### src/rtl/byp_hazard_ctrl_pkg.sv
// Shared constants and types for the ID-stage hazard/bypass controller.
// Covers register address width, the R0 index, the NOP control bundle and the per-cycle action.
package byp_hazard_ctrl_pkg;

   localparam int RA_W_DEF = 4;
   localparam int R0_IDX   = 0;

   typedef struct packed {
      logic we;
      logic ld;
   } ctl_t;

   localparam ctl_t NOP_CTL = '{we: 1'b0, ld: 1'b0};

   // What the pipe does this cycle, in priority order (freeze highest).
   typedef enum logic [1:0] {
      ACT_RUN    = 2'd0,
      ACT_LUH    = 2'd1,
      ACT_FLUSH  = 2'd2,
      ACT_FREEZE = 2'd3
   } act_t;

endpackage

### src/rtl/byp_hazard_ctrl_hz_shadow_stage.sv
// One shadow stage of in-flight instruction tracking.
// Hold wins over clear, and clear loads the NOP bundle.
module hz_shadow_stage #(
   parameter int             W       = 6,
   parameter logic [W-1:0]   CLR_VAL = '0
) (
   input  logic         clk,
   input  logic         rst_n,
   input  logic         hold,
   input  logic         clear,
   input  logic [W-1:0] d,
   output logic [W-1:0] q
);

   always_ff @(posedge clk or negedge rst_n) begin
      if (!rst_n) begin
         q <= '0;
      end else if (!hold) begin
         if (clear) q <= CLR_VAL;
         else       q <= d;
      end
   end

endmodule

### src/rtl/byp_hazard_ctrl.sv
// ID-stage hazard and bypass controller for the ID/EX/DM/WB pipeline.
// Produces the load-use stall, flush bubble, memory freeze and registered EX bypass selects.
module byp_hazard_ctrl
   import byp_hazard_ctrl_pkg::*;
#(
   parameter int RA_W = RA_W_DEF
) (
   input  logic            clk,
   input  logic            rst_n,
   input  logic [RA_W-1:0] p0_addr,
   input  logic [RA_W-1:0] p1_addr,
   input  logic            re0,
   input  logic            re1,
   input  logic [RA_W-1:0] dst_addr,
   input  logic            rf_we_ID,
   input  logic            mem_rd_ID,
   input  logic            flush,
   input  logic            mem_stall,
   output logic            byp0_EX,
   output logic            byp0_DM,
   output logic            byp1_EX,
   output logic            byp1_DM,
   output logic            stall_PC,
   output logic            stall_IF_ID,
   output logic            stall_ID_EX,
   output logic            stall_EX_DM,
   output logic            stall_DM_WB,
   output logic            bubble_ID_EX,
   output logic            rf_we_DM_WB,
   output logic [RA_W-1:0] dst_DM_WB_addr
);

   localparam int IDW = RA_W + 2;
   localparam int DSW = RA_W + 1;

   ctl_t            id_ctl;
   ctl_t            id_ex_ctl;
   logic [RA_W-1:0] id_ex_dst;
   logic [IDW-1:0]  id_ex_q;
   logic [RA_W-1:0] ex_dm_dst;
   logic            ex_dm_we;
   logic [DSW-1:0]  ex_dm_q;
   logic [DSW-1:0]  dm_wb_q;
   logic            m0_ex, m0_dm, m1_ex, m1_dm;
   logic            luh;
   act_t            act;
   logic            bubble_int;
   logic            freeze;

   function automatic logic match(input logic [RA_W-1:0] a, input logic re,
                                  input logic we, input logic [RA_W-1:0] dst);
      return re & we & (dst == a) & (a != RA_W'(R0_IDX));
   endfunction

   assign id_ctl = '{we: rf_we_ID, ld: mem_rd_ID};
   assign {id_ex_dst, id_ex_ctl} = id_ex_q;
   assign {ex_dm_dst, ex_dm_we}  = ex_dm_q;

   // The load flag only matters while the producer sits in ID_EX, so later stages carry {dst,we}.
   hz_shadow_stage #(.W(IDW), .CLR_VAL({RA_W'(R0_IDX), NOP_CTL})) u_id_ex (
      .clk(clk), .rst_n(rst_n), .hold(freeze), .clear(bubble_int),
      .d({dst_addr, id_ctl}), .q(id_ex_q)
   );

   hz_shadow_stage #(.W(DSW)) u_ex_dm (
      .clk(clk), .rst_n(rst_n), .hold(freeze), .clear(1'b0),
      .d({id_ex_dst, id_ex_ctl.we}), .q(ex_dm_q)
   );

   hz_shadow_stage #(.W(DSW)) u_dm_wb (
      .clk(clk), .rst_n(rst_n), .hold(freeze), .clear(1'b0),
      .d(ex_dm_q), .q(dm_wb_q)
   );

   assign m0_ex = match(p0_addr, re0, id_ex_ctl.we, id_ex_dst);
   assign m1_ex = match(p1_addr, re1, id_ex_ctl.we, id_ex_dst);
   assign m0_dm = match(p0_addr, re0, ex_dm_we, ex_dm_dst);
   assign m1_dm = match(p1_addr, re1, ex_dm_we, ex_dm_dst);
   assign luh   = id_ex_ctl.ld & (m0_ex | m1_ex);

   always_comb begin
      act = ACT_RUN;
      if (mem_stall)  act = ACT_FREEZE;
      else if (flush) act = ACT_FLUSH;
      else if (luh)   act = ACT_LUH;
   end

   assign freeze     = (act == ACT_FREEZE);
   assign bubble_int = (act == ACT_FLUSH) | (act == ACT_LUH);

   // Gated with rst_n so every output reads 0 while reset is asserted.
   assign stall_PC     = rst_n & (freeze | (act == ACT_LUH));
   assign stall_IF_ID  = rst_n & (freeze | (act == ACT_LUH));
   assign stall_ID_EX  = rst_n & freeze;
   assign stall_EX_DM  = rst_n & freeze;
   assign stall_DM_WB  = rst_n & freeze;
   assign bubble_ID_EX = rst_n & bubble_int;

   always_ff @(posedge clk or negedge rst_n) begin
      if (!rst_n) begin
         byp0_EX <= 1'b0;
         byp0_DM <= 1'b0;
         byp1_EX <= 1'b0;
         byp1_DM <= 1'b0;
      end else if (act == ACT_RUN) begin
         byp0_EX <= m0_ex;
         byp0_DM <= m0_dm & ~m0_ex;
         byp1_EX <= m1_ex;
         byp1_DM <= m1_dm & ~m1_ex;
      end else if (!freeze) begin
         byp0_EX <= 1'b0;
         byp0_DM <= 1'b0;
         byp1_EX <= 1'b0;
         byp1_DM <= 1'b0;
      end
   end

   assign {dst_DM_WB_addr, rf_we_DM_WB} = dm_wb_q;

endmodule

### config.mk
export PLATFORM = sky130hd
export DESIGN_NAME = byp_hazard_ctrl
export DESIGN_NICKNAME = d
export VERILOG_FILES = /design/src/rtl/byp_hazard_ctrl_pkg.sv /design/src/rtl/byp_hazard_ctrl_hz_shadow_stage.sv /design/src/rtl/byp_hazard_ctrl.sv
export SDC_FILE = /design/constraint.sdc
export NUM_CORES = 1
export LEC_CHECK = 0
export BUFFER_PORTS_ARGS = -buffer_cell sky130_fd_sc_hd__buf_2
export CAP_MARGIN = 20
export CORE_MARGIN = 10
export CORE_UTILIZATION = 30
export CTS_CLUSTER_SIZE = 14
export DETAILED_ROUTE_END_ITERATION = 8
export PLACE_DENSITY = 0.55
export SYNTH_ARGS = -nofsm -noshare
export SYNTH_HDL_FRONTEND = slang
export SYNTH_SLANG_ARGS = --single-unit
### constraint.sdc
create_clock -name clk -period 4.7 [get_ports clk]
set_clock_uncertainty 0.05 [all_clocks]
set_input_delay 0.235 -clock clk [delete_from_list [all_inputs] [get_ports clk]]
set_output_delay 0.235 -clock clk [all_outputs]
set_load 0.03 [all_outputs]
==> flow_summary.ini, run 1 <==
[layout]
postLayoutCoreUtil_pct = 39.0
seq_area_sq_um = 500
mostFrequentLayoutCell = buf_2
fillers = 378
nets = 164
area.growth.synth_to_final_pct = 25.4
drive_above_1_share_pct = 40.0
antenna_cells = 0
final_area_sq_mm = 0.00143
multi_input_area_sq_um = 599
final_cell_mix = 34 x buf_2, 20 x dfrtp_1, 12 x nand2_1

[power]
peakVddDrop_uv = 124
p_leak_nw = 0.678
powerDensity_mw_per_mm2 = 318

[setup_path]
critPathLaunchType = register
crit_required_ns = 4.41
crit_fanout = 26
arrival_ns = 2.34
slowest_delay_ns = 0.44
crit_path_cell_trace = xor2_1 -> nor3_1 -> nand3_1 -> nand2_1 -> ha_1 -> buf_16 -> and2_1 -> buf_2
crit_path_end_kind = primary output
cp_slowest_cell = dfrtp_1
crit_type = reg2out

[floorplanning]
io_pins = 35
initial_utilization_pct = 31.1
dieArea_sq_mm = 0.00665
core_sq_mm = 0.00366
num_rows = 22
die_w_um = 81.6
die_y_um = 81.6

[global_route]
grt_usage_pct = 8.61
antenna_found_initial = 0
grt_overflow = 0
grt_pass1_wl_um = 4500
grt_max_degree = 31
first_global_vias = 960

[cts]
cts_hold_buf = 1
cts_resized = 0
cts_htree_levels = 1
cts_setup_buffers = 0
clk_latency_ns = 0.26
clk_path_buf_depth = 2
cts_tree = built
path_clk_slew_ns = 0.08
cts_buffers = 3
cts.sink_count = 20
ctsRootBufferMaster = clkbuf_8

[worst_hold_path]
hold_path.class = in2reg

[synthesis]
ys_seq_area_share_pct = 44.0
ys_ff_latch = 20
syn_inst = 106
yosysWarnings = 0
ys_types = 28
syn_area_per_cell_sq_um = 10.7
synth_nets = 129
syn-cell-area_sq_mm = 0.00114

[placement]
port_buffers = 34
gp_congestion = 0.777
hpwl_um = 2120
placedInstanceArea_sq_mm = 0.00133

[flow_run]
cap_viol_max_count = 0

[outcome]
status = finished clean

[timing]
rsz0062_at_grt = no
worst_pin_slew_ns = 0.503
setup_viol = 0
hold_violations = 0
final_max_slew_viol_count = 0
max_freq_ghz = 0.381
fin_setup_tns_ns = 0
period_minus_slack_ns = 2.62
period_share_pct = 55.8
maxSlewHeadroom_pct = 66.5

[drt]
via_count = 850
drt_iter0_markers = 42
drc_errors = 0
wl_per_cell_um = 14.4
via_per_inst = 4.52
ant_nets = 0
firstDrtPassIters = 4
wirelength_um = 2710
## cells in the mapped netlist, drive strengths merged
library cell	number	area share, %
buf	3	2.0
nor2b	1	0.55
inv	1	0.33
o41ai	2	2.2
xor2	6	4.6
ha	3	3.3
a21boi	1	0.66
or2	1	0.55
or4	1	0.99
nand4	2	1.1
nor3	1	0.44
dfrtp	20	44
nor2	3	0.99
nand2	12	4.0
and4	1	0.99
o21ai	7	3.1
and2	4	2.2
o31ai	1	1.1
a41oi	1	1.4
nor3b	1	0.66
mux2	10	9.9
xnor2	10	7.7
nand2b	5	2.8
clkbuf	3	0.99
a22o	1	0.77
nand3	4	1.8
and3	1	0.99
## worst max-delay path, delay by kind of cell, from the launching register on
family        cells  cell delay, ns
buf+inv           2            0.42
fa+ha+maj         1            0.32
simple gates      4            0.74
flops             1            0.44
xor+xnor          1            0.16
## per-stage QoR
stage          std cells  setup slack [ns]  hold slack, ns  total power, mW
2_1_floorplan        106              2.32          -0.111            0.284
3_3_place_gp         182              1.97           0.172            0.320
3_5_place_dp         182              1.93           0.177            0.321
4_1_cts              187              1.63           0.142            0.455
5_1_grt              188              1.84           0.142            0.476
6_report             188              2.08           0.140            0.453
## routing by layer
| layer | track usage (%) | vias up | wire length (um) |
|---|---|---|---|
| li1 | - | 430 | - |
| met2 | 13.4 | 27 | 1210 |
| met3 | 3.82 | 4 | 234 |
| met4 | 3.91 | 0 | 31 |
| met1 | 10.0 | 389 | 1230 |
| met5 | 0 | - | 0 |
## layout make-up
cell class | instances | area share [%]
multi-input combinational | 79 | 42.0
timing repair buffer | 36 | 14.6
clock buffer | 4 | 3.86
tap | 48 | 4.21
sequential | 20 | 35.1
inverter | 1 | 0.263
## kinds of logic after synthesis
kind of cell / synth area share [%]
DFF: 44.0
and+or+nand+nor: 17.9
xor gates and xnor gates: 12.3
adders and majority gates: 3.30
buffers and inverters: 3.30
AOI/OAI and AO/OA: 9.24
muxes: 9.90
## report_power, final
group,internal (mW),switching (mW),leakage [nW]
clock network,0.0746,0.0582,0.0288
registers,0.191,0.0173,0.264
logic,0.0506,0.0620,0.385
## registers in the layout, indices dropped and copies added (netlist names)
signal,flops
u_dm_wb.q,5
byp1_DM,1
byp0_EX,1
u_ex_dm.q,5
u_id_ex.q,6
byp0_DM,1
byp1_EX,1
## path summary, 6_finish.rpt
path,startpoint,to,slack [ns],cells past startpoint
max,u_id_ex.q[2],stall_EX_DM,2.08,8
min,dst_addr[2],u_id_ex.q[4],0.14,2
max reg2reg,u_id_ex.q[2],u_ex_dm.q[2],2.48,7
min reg2reg,byp0_EX,byp0_EX,0.43,2
max in group asynchronous,rst_n,byp0_DM,3.83,2
min in group asynchronous,rst_n,byp1_EX,0.42,2
Note: power is estimated with default switching activity, not from simulation.
==> run 2, diff against run 1 <==
- ABC_AREA: default -> 1
- PLACE_DENSITY: 0.55 -> 0.56
- clock period: 4.7 -> 2.4 ns (I/O delays scaled with it)
==> flow_summary.ini, run 2 <==
[outcome]
status = finished clean

[placement]
gp_congestion = 0.840
port_buffers = 34
hpwl_um = 2550
post-place-ws_ns = 0.289

[cts]
path_clk_slew_ns = 0.07
cts_tree = built
cts_htree_levels = 1
clk_path_buf_depth = 2
cts.sink_count = 20
ctsRootBufferMaster = clkbuf_8
cts_buffers = 3
clk_latency_ns = 0.26

[timing]
final_max_slew_viol_count = 0
maxSlewHeadroom_pct = 81.7
hold_violations = 0
worst_pin_slew_ns = 0.275
rsz0062_at_grt = no
max_freq_ghz = 0.467
layout_setup_ws_ns = 0.258
fin_setup_tns_ns = 0
setup_viol = 0
period_share_pct = 89.3
period_minus_slack_ns = 2.14

[layout]
top_register = u_id_ex.q
mostFrequentLayoutCell = nand2_1
top_regs = u_id_ex.q x6, u_dm_wb.q x5, u_ex_dm.q x5
antenna_cells = 0
final_cell_mix = 56 x nand2_1, 31 x buf_2, 26 x inv_1
drive_above_1_share_pct = 27.0
area.growth.synth_to_final_pct = 25.5
nets = 228
largest_reg_flops = 6
postLayoutCoreUtil_pct = 40.1

[setup_path]
crit_path_end_kind = primary output
arrival_ns = 1.97
critPathBufInv = 4
cp_slowest_cell = dfrtp_1
crit_required_ns = 2.23
crit_path_cell_trace = inv_1 -> nand2_1 -> nand2_1 -> nor2_2 -> nand3_2 -> nand2_2 -> nand2_2 -> nand2_2 -> ha_4 -> buf_8 -> nand2_1 -> inv_1 -> clkbuf_4
rr_startpoint = u_id_ex.q[5]
slowest_delay_ns = 0.38
crit_fanout = 16
crit_type = reg2out
critPathLaunchType = register
crit_family = simple AND/OR/NAND/NOR gates
worstSetupStartpoint = u_id_ex.q[5]

[global_route]
first_global_vias = 1142
grt_usage_pct = 9.07
grtUsageMet1_pct = 10.9
grt.met3_usage_pct = 4.00
grt_use_met2_pct = 14.4
grt_pass1_wl_um = 5400
grt_overflow = 0
gr-max-usage-layer = met2
grt_max_degree = 17
antenna_found_initial = 0

[synthesis]
ys_ff_latch = 20
syn-cell-area_sq_mm = 0.00119
synth_top_area_share_pct = 41.9
syn_inst = 169
syn_area_per_cell_sq_um = 7.07
yosysTopAreaCell = dfrtp_1
synth_edf_count = 0
yosys-top-cells-area = dfrtp_1 42%, nand2_1 18%, inv_1 8.5%
synth_nets = 192
ys_seq_area_share_pct = 41.9
ys_types = 24
yosysMostFrequentCell = nand2_1
yosysWarnings = 0
yosys-top-cells-count = 56 x nand2_1, 27 x inv_1, 20 x dfrtp_1
synthFlopType = dfrtp_1
synthArstFlopShare_pct = 100

[power]
powerDensity_mw_per_mm2 = 586
peakVddDrop_uv = 284
p_leak_nw = 0.832

[drt]
drt_iter0_markers = 40
wl_per_cell_um = 12.3
via_per_inst = 4.28
wirelength_um = 3100
ant_nets = 0
drc_errors = 0
via_count = 1079
firstDrtPassIters = 4

[floorplanning]
die_y_um = 83.1
io_pins = 35
die_w_um = 83.1
initial_utilization_pct = 31.9
num_rows = 22
core_sq_mm = 0.00374
dieArea_sq_mm = 0.00691

[worst_hold_path]
hold_start = mem_rd_ID
hold_path.class = in2reg

[flow_run]
cap_viol_max_count = 0
[run 2: layer usage]
layer | wire length, um | up-vias
li1 | - | 581
met1 | 1430 | 468
met2 | 1380 | 28
met3 | 265 | 2
met4 | 19 | 0
met5 | 0 | -
[run 2: worst register-to-register path: stages, from the launching register on]
cell and delay (ns):
dfrtp_1 0.41, inv_1 0.13, nand2_1 0.06, nand2_1 0.08
nor2_2 0.04, nand3_2 0.10, nand2_2 0.06, nand2_2 0.08
nand2_2 0.08, ha_4 0.18, clkinv_2 0.11, nand2_1 0.14
a21oi_1 0.14, nand4_1 0.08, nor2_1 0.14, nand2_1 0.08
nand2_1 0.06
[run 2: logic make-up (layout without fill, tap and decap cells)]
| logic type | Yosys count | count (layout) | share of synthesized area (%) |
|---|---|---|---|
| buffers and inverters | 40 | 75 | 13.8 |
| flip-flops | 20 | 20 | 41.9 |
| AO/OA/AOI/OAI | 22 | 22 | 10.7 |
| adder cells (fa/ha/maj) | 3 | 3 | 3.14 |
| XOR/XNOR | 3 | 3 | 2.20 |
| AND/OR/NAND/NOR | 81 | 81 | 28.3 |
[run 2: worst paths after layout]
kind / to / slack [ns] / cells after the start
min: u_id_ex.q[0] / 0.04 / 3
min in group asynchronous: u_dm_wb.q[4] / 0.21 / 2
max in group asynchronous: u_id_ex.q[4] / 1.64 / 3
min reg2reg: byp1_DM / 0.42 / 2
max reg2reg: byp0_DM / 0.34 / 16
max: stall_DM_WB / 0.26 / 13
[run 2: power by group]
group / switching [mW] / total (mW) / internal, mW
sequential: 0.0261 / 0.397 / 0.371
clock: 0.113 / 0.259 / 0.146
combinational: 0.144 / 0.224 / 0.0795
total: 0.283 / 0.880 / 0.597
[run 2: area by class of cell]
type,count,area (sq um)
tap,48,60.1
fill,415,2240
inverter,33,125
sequential,20,500
timing repair buffer,38,218
clock buffer,4,55.1
multi-input combinational,109,542
[run 2: repair_timing]
item	in CTS	in global routing
setup endpoints to repair	0	3
hold buffers	1	0
setup buffers	0	0
resized for setup	0	8
hold endpoints to repair	20	0
[run 2: through the flow]
stage	hold slack [ns]	cell area (sq um)	total power [mW]	std cells
3_3_place_gp	-0.0357	1410	0.623	247
4_1_cts	0.0375	1470	0.887	252
3_5_place_dp	-0.0359	1410	0.623	247
6_report	0.0394	1500	0.880	252
5_1_grt	0.0572	1500	0.935	252
2_1_floorplan	-0.226	1190	0.545	169
==> run 3, diff against run 2 <==
- ABC_AREA: 1 -> default
==> flow_summary.ini, run 3 (synthesis results as in run 1) <==
[drt]
drc_errors = 0
drt_iter0_markers = 17
wirelength_um = 2780
firstDrtPassIters = 3
via_count = 882
via_per_inst = 4.57
ant_nets = 0
wl_per_cell_um = 14.4

[timing]
hold_violations = 0
setup_viol = 0
max_freq_ghz = 0.458
layout_setup_ws_ns = 0.215
rsz0062_at_grt = no
fin_setup_tns_ns = 0
final_max_slew_viol_count = 0
worst_pin_slew_ns = 0.493
hold_slack_ns = 0.0324
maxSlewHeadroom_pct = 67.1
period_minus_slack_ns = 2.18
period_share_pct = 91.0

[setup_path]
worst-r2r-cell-count = 7
crit_path_end_kind = primary output
endpoint = stall_EX_DM
slowest_delay_ns = 0.44
arrival_ns = 2.01
critPathLaunchType = register
rrSetupSlack_ns = 0.34
timing.rr.end = u_ex_dm.q[3]
worstSetupStartpoint = u_id_ex.q[2]
crit_type = reg2out
crit_fanout = 8
cp_slowest_cell = dfrtp_1
crit_path_cell_trace = xnor2_1 -> and4_4 -> a41oi_2 -> nand2_1 -> ha_2 -> and2_1 -> buf_2
rr_startpoint = u_id_ex.q[2]
crit_required_ns = 2.23

[power]
power_uw = 975
powerDensity_mw_per_mm2 = 662
peakVddDrop_uv = 283
p_leak_nw = 0.704

[floorplanning]
io_pins = 35
num_rows = 22
die_y_um = 81.6
dieArea_sq_mm = 0.00665
core_sq_mm = 0.00366
die_w_um = 81.6
initial_utilization_pct = 31.1

[cts]
cts_setup_buffers = 0
path_clk_slew_ns = 0.08
cts_tree = built
cts.sink_count = 20
cts_buffers = 3
clk_path_buf_depth = 2
cts_htree_levels = 1
clk_latency_ns = 0.26
ctsRootBufferMaster = clkbuf_8

[layout]
mostFrequentLayoutCell = buf_2
top_regs = u_id_ex.q x6, u_dm_wb.q x5, u_ex_dm.q x5
antenna_cells = 0
postLayoutCoreUtil_pct = 40.2
drive_above_1_share_pct = 44.1
top_register = u_id_ex.q
final_cell_mix = 34 x buf_2, 20 x dfrtp_1, 12 x nand2_1
area.growth.synth_to_final_pct = 29.5
largest_reg_flops = 6
nets = 169
fillers = 376

[placement]
post-place-ws_ns = 0.141
port_buffers = 34
gp_congestion = 0.804
hpwl_um = 2310

[global_route]
grt_usage_pct = 9.00
grt_pass1_wl_um = 4720
grt_max_degree = 24
grt_overflow = 0
first_global_vias = 1018
antenna_found_initial = 0

[worst_hold_path]
hold_path.class = in2reg

[outcome]
status = finished clean

[flow_run]
cap_viol_max_count = 0
run 3: changes by cell type in the layout (fill, tap and decap cells not counted), moves of 4 or more:
| cell | before | now |
|---|---|---|
| nand2_1 | 56 | 12 |
| inv_1 | 26 | 1 |
| nor2_1 | 14 | 3 |
| mux2_2 | 0 | 10 |
| o22ai_1 | 8 | 0 |
| xnor2_1 | 3 | 10 |
| xor2_1 | 0 | 6 |
| nand2b_1 | 0 | 5 |
| and2_1 | 0 | 4 |
| buf_4 | 2 | 6 |
| inv_2 | 4 | 0 |
run 3: how the worst min path moves through the flow:
stage                 from           end  slack, ns  depth (start not counted)
2_1_floorplan        rst_n       byp0_DM      -0.23                          0
3_3_place_gp         rst_n  u_id_ex.q[0]       0.06                          1
3_5_place_dp         rst_n  u_id_ex.q[0]       0.08                          1
4_1_cts        dst_addr[2]  u_id_ex.q[4]       0.04                          2
5_1_grt        dst_addr[2]  u_id_ex.q[4]       0.03                          2
6_report       dst_addr[2]  u_id_ex.q[4]       0.03                          2
run 3: area by class of cell:
| class | instances | area (sq um) | area share, % |
|---|---|---|---|
| clock buffer | 3 | 41.3 | 2.80 |
| clock inverter | 1 | 30.0 | 2.04 |
| inverter | 1 | 3.75 | 0.255 |
| multi-input combinational | 79 | 612 | 41.5 |
| sequential | 20 | 500 | 34.0 |
| tap | 48 | 60.1 | 4.08 |
| timing repair buffer | 41 | 225 | 15.3 |
run 3: through the flow:
step | std cells | area, sq um
after floorplan | 106 | 1140
after global placement | 188 | 1380
after detailed placement | 188 | 1380
after CTS | 193 | 1460
after global routing | 193 | 1470
final | 193 | 1470
run 3: metal layers:
| layer | track usage, % | share of wire [%] |
|---|---|---|
| met1 | 10.6 | 44 |
| met5 | 0 | 0 |
| met2 | 15.0 | 49 |
| met3 | 3.17 | 6.4 |
| met4 | 2.89 | 0.47 |
run 3: what timing repair did:
action,in CTS,in global routing
hold buffers,1,0
hold endpoints to repair,20,0
resized for setup,0,3
endpoints found under the setup margin,0,3
run 3: critical path: cells and delay by family (launching register included):
kind / cells / cell delay, ns
adder cells (fa/ha/maj): 1 / 0.26
AO/OA/AOI/OAI: 1 / 0.13
XOR/XNOR: 1 / 0.18
flip-flops: 1 / 0.44
AND/OR/NAND/NOR: 3 / 0.54
buffers and inverters: 1 / 0.21
run 3: power by group:
| group | internal (mW) | switching (mW) |
|---|---|---|
| Sequential | 0.373 | 0.0368 |
| Clock | 0.222 | 0.117 |
| Combinational | 0.103 | 0.123 |
